File: src/rtl/mux4_rr_arbiter_if.sv
// Request/grant/mux-select bundle between four requesters and the shared 4:1 mux arbiter.
// master = requester side (drives req); slave = arbiter side (drives grant, selects, valid).
interface mux4_rr_arbiter_if;
  logic [3:0] req;
  logic [3:0] grant;
  logic       sel_1;
  logic       sel_2;
  logic       valid;

  modport master (output req, input grant, sel_1, sel_2, valid);
  modport slave  (input req, output grant, sel_1, sel_2, valid);
endinterface

File: src/rtl/mux4_rr_arbiter.sv
// Round-robin owner of a shared 4:1 mux with a per-owner time slice; registered grant/sel/valid.
// Latency: req sampled at edge k -> grant visible after edge k; handoffs are gapless.
// Backpressure: none on req; a pending competitor forces handoff after SLICE_CYCLES owned cycles.
module mux4_rr_arbiter #(
  parameter int SLICE_CYCLES = 8,
  parameter int CNT_W        = 4
) (
  input  logic             clk,
  input  logic             reset,
  mux4_rr_arbiter_if.slave bus
);

  typedef enum logic {IDLE, GRANT} state_t;

  localparam logic [CNT_W-1:0] CNT_MAX = CNT_W'(SLICE_CYCLES - 1);

  state_t           state_q, state_d;
  logic [1:0]       owner_q, owner_d;
  logic [1:0]       ptr_q, ptr_d;
  logic [1:0]       sel_q, sel_d;
  logic [CNT_W-1:0] cnt_q, cnt_d;
  logic [3:0]       grant_q, grant_d;
  logic             valid_q, valid_d;

  // Returns {found, index} of the first set bit scanning start, start+1, ... mod 4.
  function automatic logic [2:0] rr_pick(input logic [3:0] r, input logic [1:0] start);
    logic [2:0] res;
    logic [1:0] idx;
    res = 3'b000;
    for (int i = 3; i >= 0; i--) begin
      idx = start + 2'(i);
      if (r[idx]) res = {1'b1, idx};
    end
    return res;
  endfunction

  logic [1:0] owner_nxt;
  logic [3:0] others;
  logic [2:0] idle_pick;
  logic [2:0] next_pick;

  assign owner_nxt = owner_q + 2'd1;
  assign others    = bus.req & ~(4'b0001 << owner_q);
  assign idle_pick = rr_pick(bus.req, ptr_q);
  assign next_pick = rr_pick(others, owner_nxt);

  always_comb begin
    state_d = state_q;
    owner_d = owner_q;
    ptr_d   = ptr_q;
    sel_d   = sel_q;
    cnt_d   = cnt_q;
    grant_d = grant_q;
    valid_d = valid_q;

    case (state_q)
      IDLE: begin
        if (idle_pick[2]) begin
          state_d = GRANT;
          owner_d = idle_pick[1:0];
          sel_d   = idle_pick[1:0];
          grant_d = 4'b0001 << idle_pick[1:0];
          valid_d = 1'b1;
          cnt_d   = '0;
        end
      end
      GRANT: begin
        if (!bus.req[owner_q]) begin
          ptr_d = owner_nxt;
          if (next_pick[2]) begin
            owner_d = next_pick[1:0];
            sel_d   = next_pick[1:0];
            grant_d = 4'b0001 << next_pick[1:0];
            cnt_d   = '0;
          end else begin
            // sel keeps the last owner index while idle
            state_d = IDLE;
            grant_d = 4'b0000;
            valid_d = 1'b0;
            cnt_d   = '0;
          end
        end else if ((cnt_q == CNT_MAX) && (|others)) begin
          ptr_d   = owner_nxt;
          owner_d = next_pick[1:0];
          sel_d   = next_pick[1:0];
          grant_d = 4'b0001 << next_pick[1:0];
          cnt_d   = '0;
        end else if (cnt_q != CNT_MAX) begin
          cnt_d = cnt_q + CNT_W'(1);
        end
      end
      default: begin
        state_d = IDLE;
        grant_d = 4'b0000;
        valid_d = 1'b0;
      end
    endcase
  end

  always_ff @(posedge clk) begin
    if (reset) begin
      state_q <= IDLE;
      owner_q <= 2'd0;
      ptr_q   <= 2'd0;
      sel_q   <= 2'd0;
      cnt_q   <= '0;
      grant_q <= 4'b0000;
      valid_q <= 1'b0;
    end else begin
      state_q <= state_d;
      owner_q <= owner_d;
      ptr_q   <= ptr_d;
      sel_q   <= sel_d;
      cnt_q   <= cnt_d;
      grant_q <= grant_d;
      valid_q <= valid_d;
    end
  end

  assign bus.grant = grant_q;
  assign bus.sel_1 = sel_q[0];
  assign bus.sel_2 = sel_q[1];
  assign bus.valid = valid_q;

endmodule

File: src/flat_wrapper.sv
// flat-port wrapper written by rule: the top's interface ports become plain ports
module mux4_rr_arbiter_flat 
#(
  parameter int SLICE_CYCLES = 8,
  parameter int CNT_W        = 4
)
  (clk, reset, bus_req, bus_grant, bus_sel_1, bus_sel_2, bus_valid);
  mux4_rr_arbiter_if bus_i ();
  input  logic clk;
  input  logic reset;
  input wire logic [$bits(bus_i.req)-1:0] bus_req;
  output wire logic [$bits(bus_i.grant)-1:0] bus_grant;
  output wire logic [$bits(bus_i.sel_1)-1:0] bus_sel_1;
  output wire logic [$bits(bus_i.sel_2)-1:0] bus_sel_2;
  output wire logic [$bits(bus_i.valid)-1:0] bus_valid;
  assign bus_i.req = bus_req;
  assign bus_grant = bus_i.grant;
  assign bus_sel_1 = bus_i.sel_1;
  assign bus_sel_2 = bus_i.sel_2;
  assign bus_valid = bus_i.valid;
  mux4_rr_arbiter #(.SLICE_CYCLES(SLICE_CYCLES), .CNT_W(CNT_W)) u_core (.clk(clk), .reset(reset), .bus(bus_i));
endmodule
File: config.mk
export PLATFORM = sky130hd
export DESIGN_NAME = mux4_rr_arbiter_flat
export DESIGN_NICKNAME = d
export VERILOG_FILES = /design/src/rtl/mux4_rr_arbiter_if.sv /design/src/rtl/mux4_rr_arbiter.sv /design/src/flat_wrapper.sv
export SDC_FILE = /design/constraint.sdc
export NUM_CORES = 1
export LEC_CHECK = 0
export ABC_AREA = 1
export CAP_MARGIN = 20
export CORE_MARGIN = 2
export CORE_UTILIZATION = 53
export CTS_BUF_LIST = sky130_fd_sc_hd__clkbuf_4
export DETAILED_ROUTE_END_ITERATION = 12
export HOLD_SLACK_MARGIN = 0.12
export PLACE_DENSITY_LB_ADDON = 0.25
export SLEW_MARGIN = 20
export SYNTH_ARGS = -nofsm -noshare
export SYNTH_HDL_FRONTEND = slang
export SYNTH_SLANG_ARGS = --single-unit
File: constraint.sdc
create_clock -name clk -period 1.74 [get_ports clk]
set_input_delay 0.435 -clock clk [delete_from_list [all_inputs] [get_ports clk]]
set_output_delay 0.435 -clock clk [all_outputs]
set_load 0.1 [all_outputs]
# Word level (Yosys, flattened, before mapping)

Index checks and enable logic that the tools add are counted.

Output and inout bits: 7
Input bits: 6
Logic and storage cells: 96
Register bits after elaboration: 14

Reductions and logical operators: 7
Equality and inequality tests: 9
Add/subtract/negate cells: 8
$lt $le $gt $ge: 9
Bitwise operators: 3
Mux-type cells: 51
Shifts and indexed selects: 3

Operators with widths:

| cell                                                                   | count |
|---|---|
| 4-bit 2-to-1 mux                                                       | 8 |
| 2-bit by 3-bit < comparator with 1-bit output (second input constant)  | 9 |
| 3-bit 2-to-1 mux                                                       | 8 |
| 1-bit binary-select mux with 2-bit select                              | 9 |
| 4-bit one-hot mux with 2 select lines                                  | 2 |
| 1-bit 2-to-1 mux                                                       | 15 |
| 2-bit 2-to-1 mux                                                       | 6 |
| 1-bit by 2-bit << shifter with 4-bit output (first input constant)     | 3 |
| 2-bit adder (second input constant)                                    | 4 |
| 2-bit by 1-bit adder with 2-bit output (second input constant)         | 3 |
| 2-bit != test (second input constant)                                  | 3 |
| 3-bit != test (second input constant)                                  | 2 |
| 2-bit AND reduction                                                    | 3 |
| 3-bit AND reduction                                                    | 2 |
| 4-bit by 1-bit adder with 4-bit output (second input constant)         | 1 |
| 4-bit bitwise AND                                                      | 1 |
| 4-bit by 3-bit equality test with 1-bit output (second input constant) | 1 |
| 4-bit by 3-bit != test with 1-bit output (second input constant)       | 1 |
| 4-bit != test (second input constant)                                  | 1 |
| 4-bit inverter                                                         | 1 |
| 1-bit one-hot mux with 2 select lines                                  | 2 |
| 2-bit one-hot mux with 2 select lines                                  | 1 |
| 4-bit OR reduction                                                     | 1 |
| 2-bit by 1-bit != test with 1-bit output (second input constant)       | 1 |
| 2 further kinds                                                        | 2 |

# Logic depth before layout (Yosys ltp)

Gate-level depths: netlist of run 1.

Word-level depth: 13
Depth in mapped cells: 15
Gate-level depth less buffers: 15

# Worst setup path after synthesis of run 1

Ideal clock, no wire load.

Kind: reg2reg
From: register u_core.owner_q[0]
To: register u_core.grant_q[3], in the netlist u_core.bus.grant[3]
Arrival time: 2.571 ns
Period minus slack after synthesis: 2.690 ns
Library setup time: 0.119 ns
Slack: -0.950 ns
Cell stages (with the launch flop): 14
Buffers on the path: 0
Required time: 1.621 ns
Cells stage by stage: dfxtp_1 > inv_2 > ha_1 > xor2_1 > nand2_1 > nand2_2 > inv_1 > nand3_2 > nand2_2 > nand2_2 > nand2_2 > nor2_1 > nor2_1 > nor2_1

Elaborated cells on any way between the ends: 30
Those cells by class: add/sub (4); eq/ne (1); shift (2); mux (18); bitwise (2); reduce/logical (3)

RTL lines:

| element                                     | line                                         | source |
|---|---|---|
| start: declaration                          | mux4_rr_arbiter.sv:18                        | `logic [1:0] owner_q, owner_d;` |
| start signal: assignment                    | mux4_rr_arbiter.sv:111                       | `owner_q <= owner_d;` |
| 2-bit by 1-bit adder with 2-bit output *    | mux4_rr_arbiter.sv:42                        | `assign owner_nxt = owner_q + 2'd1;` |
| via u_core.owner_nxt[0]                     | mux4_rr_arbiter.sv:37                        | `logic [1:0] owner_nxt;` |
| 2-bit adder                                 | mux4_rr_arbiter.sv:31                        | `idx = start + 2'(i);` |
| 1-bit binary-select mux with 2-bit select   | mux4_rr_arbiter.sv:32                        | `if (r[idx]) res = {1'b1, idx};` |
| 1-bit 2-to-1 mux (implied by the code)      | mux4_rr_arbiter.sv:32                        |  |
| 3-bit 2-to-1 mux (3 in a row)               | mux4_rr_arbiter.sv:32                        |  |
| 3-bit 2-to-1 mux *                          | mux4_rr_arbiter.sv:32                        |  |
| 1-bit by 2-bit << shifter with 4-bit output | mux4_rr_arbiter.sv:73, mux4_rr_arbiter.sv:86 |  |
| 4-bit 2-to-1 mux (on tied branches)         | mux4_rr_arbiter.sv:70, mux4_rr_arbiter.sv:82 |  |
| 4-bit 2-to-1 mux *                          | mux4_rr_arbiter.sv:68                        | `if (!bus.req[owner_q]) begin` |
| 4-bit one-hot mux with 2 select lines *     | mux4_rr_arbiter.sv:56                        | `case (state_q)` |
| end signal: assignment                      | mux4_rr_arbiter.sv:115                       | `grant_q <= grant_d;` |
| end: declaration                            | mux4_rr_arbiter.sv:22                        | `logic [3:0] grant_q, grant_d;` |

The timed path passes the listed nets; every way through them passes the cells marked *. The select of a mux whose other input is x is not followed.
A chain may end at the register's enable or synchronous reset.

# Worst setup path after layout of run 1

From: register u_core.owner_q[0]
To: register u_core.grant_q[1], in the netlist u_core.bus.grant[1]

Word-level cells in the longest chain between the ends: 13
Elaborated cells on any way between the ends: 30
Those cells by class: add/sub (4); eq/ne (1); shift (2); mux (18); bitwise (2); reduce/logical (3)

Ends and longest elaborated chain:

| element |
|---|
| parallel branches: the longest is 13 deep, another holds 2-bit by 1-bit adder with 2-bit output |

Several ways; the timed one is not identified. The select of a mux whose other input is x is not followed.

==> metrics.csv, run 1 <==
stage,metric,value,unit
status,run_status,"finished, violations left",
status,violations_in_the_final_reports,setup timing,
yosys,ys_async_sr_fraction,0,%
yosys,synth-edff-count,0,
clock_tree,clk-insertion-delay-late,0.32,ns
clock_tree,cts_buffers,3,
sta,layout_min_cycle_time,1.84,ns
sta,slack_of_the_critical_path,-0.104,ns
worst_setup_path,critical-path-slowest-cell,sky130_fd_sc_hd__dfxtp_4,
yosys,fraction_of_the_mapped_netlist_area_in_compound_gates,11.7,%
global_routing,grt_max_degree,14,
clock_tree,cts_hold_repair.buffers,0,
layout,final_nets,259,
die,die_y_extent,52.2,um
yosys,synth_xor_xnor_area_share,3.56,%
worst_setup_path,critical_path_required,2.00,ns
global_routing,grtUsageTotal,28.3,%
sta,max_slew.worst_pin.slew,0.305,ns
yosys,yosys-mux-area-fraction,0,%
placed_design,hpwl_detailed,2440,um
sta,drv_slew,0,
yosys,dominant_combinational_cell_family_by_area_after_synthesis,simple AND/OR/NAND/NOR gates,
clock_tree,cts.htree.levels,1,
worst_setup_path,critical_path.n_buffers_inverters,2,
layout,fillerInstances,122,
worst_setup_path,critPathTopFamily,simple AND/OR/NAND/NOR gates,
die,fp.dieArea,2720,um^2
yosys,synth.area.top_cells,"sky130_fd_sc_hd__dfxtp_1 23%, sky130_fd_sc_hd__nand2_1 17%, sky130_fd_sc_hd__nand3_1 9.0%",
route,detailedRoute.firstPassIterationCount,5,
die,placementRows,17,
sta,finalHoldViolations,0,
worst_setup_path,setup.worst_path.class,register to register,
yosys,synth-main-ff-cell,sky130_fd_sc_hd__dfxtp_1,
worst_setup_path,crit_path_cell_trace,buf_12 > buf_4 > o21ai_1 > nand2_2 > nand2_1 > o21bai_2 > nand2_2 > nand2_2 > nand2_2 > nor2_1 > nor2_1 > nor2_1,
worst_setup_path,critical_path.max_fanout,6,
sta,relSlewSlack,79.5,%
layout,n_antenna_cell,0,
route,post-route-drc-count,0,
global_routing,grt_pass1_wl,5880,um
clock_tree,path_clk_slew,0.10,ns
yosys,avgSynthCellArea,5.91,um^2
yosys,yosysWarnings,0,
clock_tree,total_number_of_clock_tree_sinks,14,
yosys,synth-seq-area-share,22.8,%
sta,finalClockSkew,0.00856,ns
worst_setup_path,startpoint_type,register,
sta,report.final.setup_viol,6,
global_routing,globalRoute.totalOverflow,0,
worst_setup_path,critPathMostFrequentCell,sky130_fd_sc_hd__nand2_2,
worst_setup_path,timing.critical_path.slowest_cell_delay,0.39,ns
die,io-pin-count,13,
sta,maxClockFrequency,542,MHz
route,drt-total-wl,4240,um
yosys,synthCells,208,
worst_setup_path,setup.worst_path.end_class,register,
global_routing,initial_antenna_violation_count,0,
die,start_util,55.6,%
route,postRouteAntennaNets,0,
yosys,synth_top_cell_area_share,22.8,%
placed_design,placement.io_buffers,12,
min_path,worst_min_delay_path_category,register to register,
sta,final_min_period_over_clock_period,106,%
clock_tree,cts_tree,yes,
yosys,syn-cell-area,1230,um^2
route,per_cell_routed_wire_length,15.4,um
yosys,post_synth_fa_ha_maj_area_fraction,5.09,%
layout,layout_overhead_on_the_synthesized_area,53.5,%
worst_setup_path,arrival,2.11,ns
route,drt_iter0_markers,95,
route,route.vias.total,1590,
die,fp.dieW,52.2,um
sta,unrepaired_setup_endpoints_after_global_routing,true,
route,number_of_vias_per_cell_after_detailed_routing,5.78,
yosys,post_synthesis_share_of_cell_area_spent_on_and_or_nand_and_nor_gates,46.2,%
layout,final_layout_size_suffix_gt1_share,40.5,%
yosys,ys_ff_latch,14,
die,core,2210,um^2
yosys,synth_fp_nets,219,
run,max_cap_violations,0,
yosys,largest_area_contributor_in_the_netlist,sky130_fd_sc_hd__dfxtp_1,
clock_tree,cts_root_buf,sky130_fd_sc_hd__clkbuf_4,
clock_tree,max-clock-path-buffers,2,
yosys,ys_types,26,
sta,finalSetupTns,-0.252,ns
global_routing,first_global_vias,1397,
placed_design,gpl.final_weighted_congestion,0.890,
-- layer usage --
metal  vias to the layer above  share of wire, %  routed length, um  GRT usage, %
met5                         -                 0                  0             0
met4                         0               3.7                156          9.83
met3                        23               8.4                358          6.29
met2                       101                49               2080          48.1
met1                       719                39               1650          35.0
li1                        747                 -                  -             -
-- through the flow --
stage / hold slack [ns] / utilization, % / setup WS [ns] / cell area (um^2) / instances
6_report: 0.540 / 85.4 / -0.104 / 1890 / 275
5_1_grt: 0.565 / 85.4 / -0.184 / 1890 / 275
4_1_cts: 0.503 / 75.6 / -0.0141 / 1670 / 268
3_5_place_dp: 0.491 / 71.8 / -0.398 / 1590 / 261
3_3_place_gp: 0.474 / 71.8 / -0.366 / 1590 / 261
2_1_floorplan: 0.457 / - / -0.0693 / 1260 / 208
-- sequential cells by signal, indices dropped and copies added (netlist names) --
register / flops
u_core.bus.grant: 4
u_core.owner_q: 2
u_core.bus.valid: 1
u_core.ptr_q: 2
u_core.cnt_q: 4
u_core.state_q: 1
-- path summary, 6_finish.rpt --
kind                      from                   to  slack (ns)  depth (start not counted)
max reg2reg  u_core.owner_q[0]  u_core.bus.grant[1]       -0.10                         12
min            u_core.cnt_q[0]      u_core.cnt_q[0]        0.54                          2
min reg2reg    u_core.cnt_q[0]      u_core.cnt_q[0]        0.54                          2
max          u_core.owner_q[0]  u_core.bus.grant[1]       -0.10                         12
-- timing repair --
| item | 4_1_cts | 5_1_grt |
|---|---|---|
| endpoints found under the setup margin | 10 | 13 |
| setup buffers | 3 | 7 |
| resized for setup | 17 | 51 |
| pin swaps | 2 | 17 |
-- synthesized netlist by cell type (3+ instances only) --
cell	instances
sky130_fd_sc_hd__o21ai_1	3
sky130_fd_sc_hd__o21ai_0	11
sky130_fd_sc_hd__nand2_2	10
sky130_fd_sc_hd__dfxtp_1	14
sky130_fd_sc_hd__ha_1	5
sky130_fd_sc_hd__nand3_1	22
sky130_fd_sc_hd__nand3_2	3
sky130_fd_sc_hd__nand4_1	4
sky130_fd_sc_hd__inv_1	27
sky130_fd_sc_hd__xnor2_1	3
sky130_fd_sc_hd__nor2_1	25
sky130_fd_sc_hd__a21oi_1	9
sky130_fd_sc_hd__nand2_1	57
-- final cells by class --
type                            instances  area [um^2]  area share (%)
Inverter                               30          123            6.49
Multi-Input combinational cell        162         1010            53.7
Sequential cell                        14          293            15.5
Timing Repair Buffer                   37          397            21.0
Tap cell                               28         35.0            1.86
Clock inverter                          1         3.75           0.199
Clock buffer                            3         22.5            1.19
-- tightest hold or removal path, stage by stage (launching register included) --
cell and delay [ns]:
sky130_fd_sc_hd__dfxtp_1 0.36, sky130_fd_sc_hd__nand2_1 0.09, sky130_fd_sc_hd__a21oi_1 0.06
-- kinds of logic after synthesis --
logic type	count (synthesis)
and+or+nand+nor	126
buffers and inverters	32
AOI/OAI and AO/OA	26
DFF	14
xor gates and xnor gates	5
adders and majority gates	5
-- cell usage in the layout (no fill, tap or decap), drive strengths merged, types with 2 or more instances in the layout --
| master | count |
|---|---|
| dfxtp | 14 |
| dlymetal6s2s | 2 |
| clkbuf | 3 |
| nor2 | 26 |
| clkinv | 2 |
| xor2 | 2 |
| a21oi | 9 |
| ha | 5 |
| o21ai | 15 |
| inv | 29 |
| nand2 | 67 |
| xnor2 | 3 |
| or2 | 2 |
| nand3 | 25 |
| dlygate4sd2 | 2 |
| nand4 | 4 |
| buf | 32 |
Power of run 1 is left out: the tool's default activity adds up to more than one toggle a clock period on the data nets, which glitch-free logic cannot reach.
==> inputs of run 2 (changes only) <==
Settings changed: CORE_MARGIN 2 to default, RECOVER_POWER from default to 100.
==> metrics.csv, run 2 (synthesis gave the netlist of run 1 again) <==
stage,metric,value,unit,change
sta,layout_min_cycle_time,1.73,ns,-0.114 ns
placed_design,placement.io_buffers,12,,unchanged
layout,fillerInstances,175,,+43%
worst_setup_path,r2r_slack,0.01,ns,+0.11 ns
run,max_cap_violations,0,,unchanged
route,dr.max_layer_used,met4,,
min_path,worst_min_delay_path_category,register to register,,
clock_tree,clk-insertion-delay-late,0.28,ns,-0.04 ns
clock_tree,cts_buffers,3,,unchanged
min_path,hold_critical_path_endpoint,u_core.cnt_q[0],,
global_routing,first_global_vias,1258,,-9.9%
placed_design,dp.cells,259,,-0.77%
placed_design,gpl.final_weighted_congestion,0.910,,+2.1%
layout,layout.cells.most_common_list,"50 x sky130_fd_sc_hd__nand2_1, 22 x sky130_fd_sc_hd__nor2_1, 21 x sky130_fd_sc_hd__inv_1, 15 x sky130_fd_sc_hd__nand3_1, 15 x sky130_fd_sc_hd__buf_4",,
sta,maxClockFrequency,578,MHz,+6.6%
global_routing,initial_antenna_violation_count,0,,unchanged
route,post-route-drc-count,0,,unchanged
route,wire_length_on_met2,1670,um,-19%
route,drt-total-wl,3440,um,-19%
die,placementRows,17,,unchanged
sta,drv_slew,0,,unchanged
min_path,min-delay-start,u_core.cnt_q[0],,
placed_design,hpwl_detailed,2450,um,+0.52%
clock_tree,cts_hold_repair.buffers,0,,unchanged
clock_tree,cts_tree,yes,,
layout,final_cells,265,,-3.6%
route,route.vias.total,1402,,-12%
global_routing,grt_max_degree,13,,-1
global_routing,globalRoute.totalOverflow,0,,unchanged
clock_tree,max-clock-path-buffers,2,,unchanged
sta,unrepaired_setup_endpoints_after_global_routing,true,,
route,number_of_vias_per_cell_after_detailed_routing,5.29,,-8.5%
worst_setup_path,timing.rr.start,u_core.owner_q[0],,
layout,ff_latch_area,292,um^2,-0.43%
route,wirelength_met1,1530,um,-7.4%
die,fp.dieArea,2520,um^2,-7.5%
route,postRouteAntennaNets,0,,unchanged
die,die_y_extent,50.2,um,-3.8%
layout,n_antenna_cell,0,,unchanged
worst_setup_path,worst_case_reg_to_reg_path_depth,13,,+1
layout,final_layout_size_suffix_gt1_share,31.6,%,-8.8 points
min_path,instance_count_along_the_most_critical_hold_path,2,,unchanged
layout,multi_input_area,945,um^2,-6.9%
sta,relSlewSlack,63.9,%,-16 points
sta,final_min_period_over_clock_period,99.4,%,-6.6 points
die,core,2190,um^2,-0.96%
worst_setup_path,critical_path_required,1.96,ns,-0.04 ns
die,io-pin-count,13,,unchanged
sta,finalHoldViolations,0,,unchanged
clock_tree,cts.htree.levels,1,,unchanged
route,route.met3.wl,179,um,-50%
clock_tree,cts_root_buf,sky130_fd_sc_hd__clkbuf_4,,
worst_setup_path,setup.worst_path.end_class,register,,
route,per_cell_routed_wire_length,13.0,um,-16%
worst_setup_path,startpoint_type,register,,
sta,max_slew.worst_pin.slew,0.543,ns,+0.238 ns
status,run_status,completed,,
sta,report.final.setup_viol,0,,-6
die,start_util,56.1,%,+0.54 points
worst_setup_path,arrival,1.95,ns,-0.16 ns
worst_setup_path,regToRegEndpoint,u_core.bus.grant[3],,
route,detailedRoute.firstPassIterationCount,4,,-1
layout,mostFrequentLayoutCell,sky130_fd_sc_hd__nand2_1,,
clock_tree,path_clk_slew,0.08,ns,-0.02 ns
worst_setup_path,setup.worst_path.class,register to register,,
clock_tree,total_number_of_clock_tree_sinks,14,,unchanged
layout,layout_overhead_on_the_synthesized_area,33.7,%,
die,fp.dieW,50.2,um,-3.8%
sta,finalClockSkew,0.00332,ns,-0.00524 ns
route,drt_iter0_markers,58,,-39%
worst_setup_path,critical_path.max_fanout,6,,unchanged
global_routing,grt_pass1_wl,5350,um,-8.9%
layout,final_nets,249,,-3.9%
global_routing,grtUsageTotal,27.4,%,-0.88 points
## run 2: layout make-up
class / instances / area share, %
Tap cell: 28 / 2.13
Sequential cell: 14 / 17.7
Multi-Input combinational cell: 162 / 57.5
Timing Repair Buffer: 27 / 13.8
Inverter: 30 / 7.31
Clock inverter: 1 / 0.228
Clock buffer: 3 / 1.37
## run 2: repair_timing
action / in CTS / in global routing
buffers inserted: 1 / 1
resized for setup: 17 / 27
pin swaps: 4 / 15
endpoints found under the setup margin: 11 / 13
## run 2: critical path: stages, from the launching register on
cell                      delay, ns
sky130_fd_sc_hd__dfxtp_4       0.40
sky130_fd_sc_hd__inv_6         0.05
sky130_fd_sc_hd__ha_4          0.27
sky130_fd_sc_hd__xnor2_1       0.24
sky130_fd_sc_hd__nand2_2       0.09
sky130_fd_sc_hd__nand2_2       0.09
sky130_fd_sc_hd__inv_2         0.04
sky130_fd_sc_hd__nand3_2       0.06
sky130_fd_sc_hd__nand2_2       0.08
sky130_fd_sc_hd__nand2_2       0.07
sky130_fd_sc_hd__nand2_2       0.05
sky130_fd_sc_hd__nor2_1        0.10
sky130_fd_sc_hd__nor2_1        0.05
sky130_fd_sc_hd__nor2_1        0.07
## run 2: through the flow
step,setup TNS [ns],area [um^2],utilization [%],worst slack (ns),hold slack [ns]
after floorplan,-0.236,1260,-,-0.0693,0.457
after global placement,-4.28,1560,71.3,-0.386,0.474
after CTS,0,1630,74.2,0.00172,0.509
after global routing,-0.744,1640,75.0,-0.129,0.547
final,0,1640,75.0,0.0105,0.504
after detailed placement,-4.96,1560,71.3,-0.466,0.499
## run 2: worst max-delay path by stage
stage	start	to	slack (ns)	cells past startpoint
2_1_floorplan	u_core.owner_q[0]	u_core.bus.grant[3]	-0.07	13
3_3_place_gp	bus_req[3]	u_core.bus.grant[2]	-0.39	11
3_5_place_dp	bus_req[3]	u_core.bus.grant[2]	-0.47	14
4_1_cts	bus_req[1]	u_core.owner_q[0]	0.002	11
5_1_grt	u_core.ptr_q[0]	u_core.bus.grant[2]	-0.13	13
6_report	u_core.owner_q[0]	u_core.bus.grant[3]	0.01	13
## run 2: per-layer routing
layer	track usage, %	vias to the layer above
met3	5.76	8
met4	5.71	0
met1	36.8	630
li1	-	721
met2	44.7	43
met5	0	-
Power of run 2 is left out for the same reason.
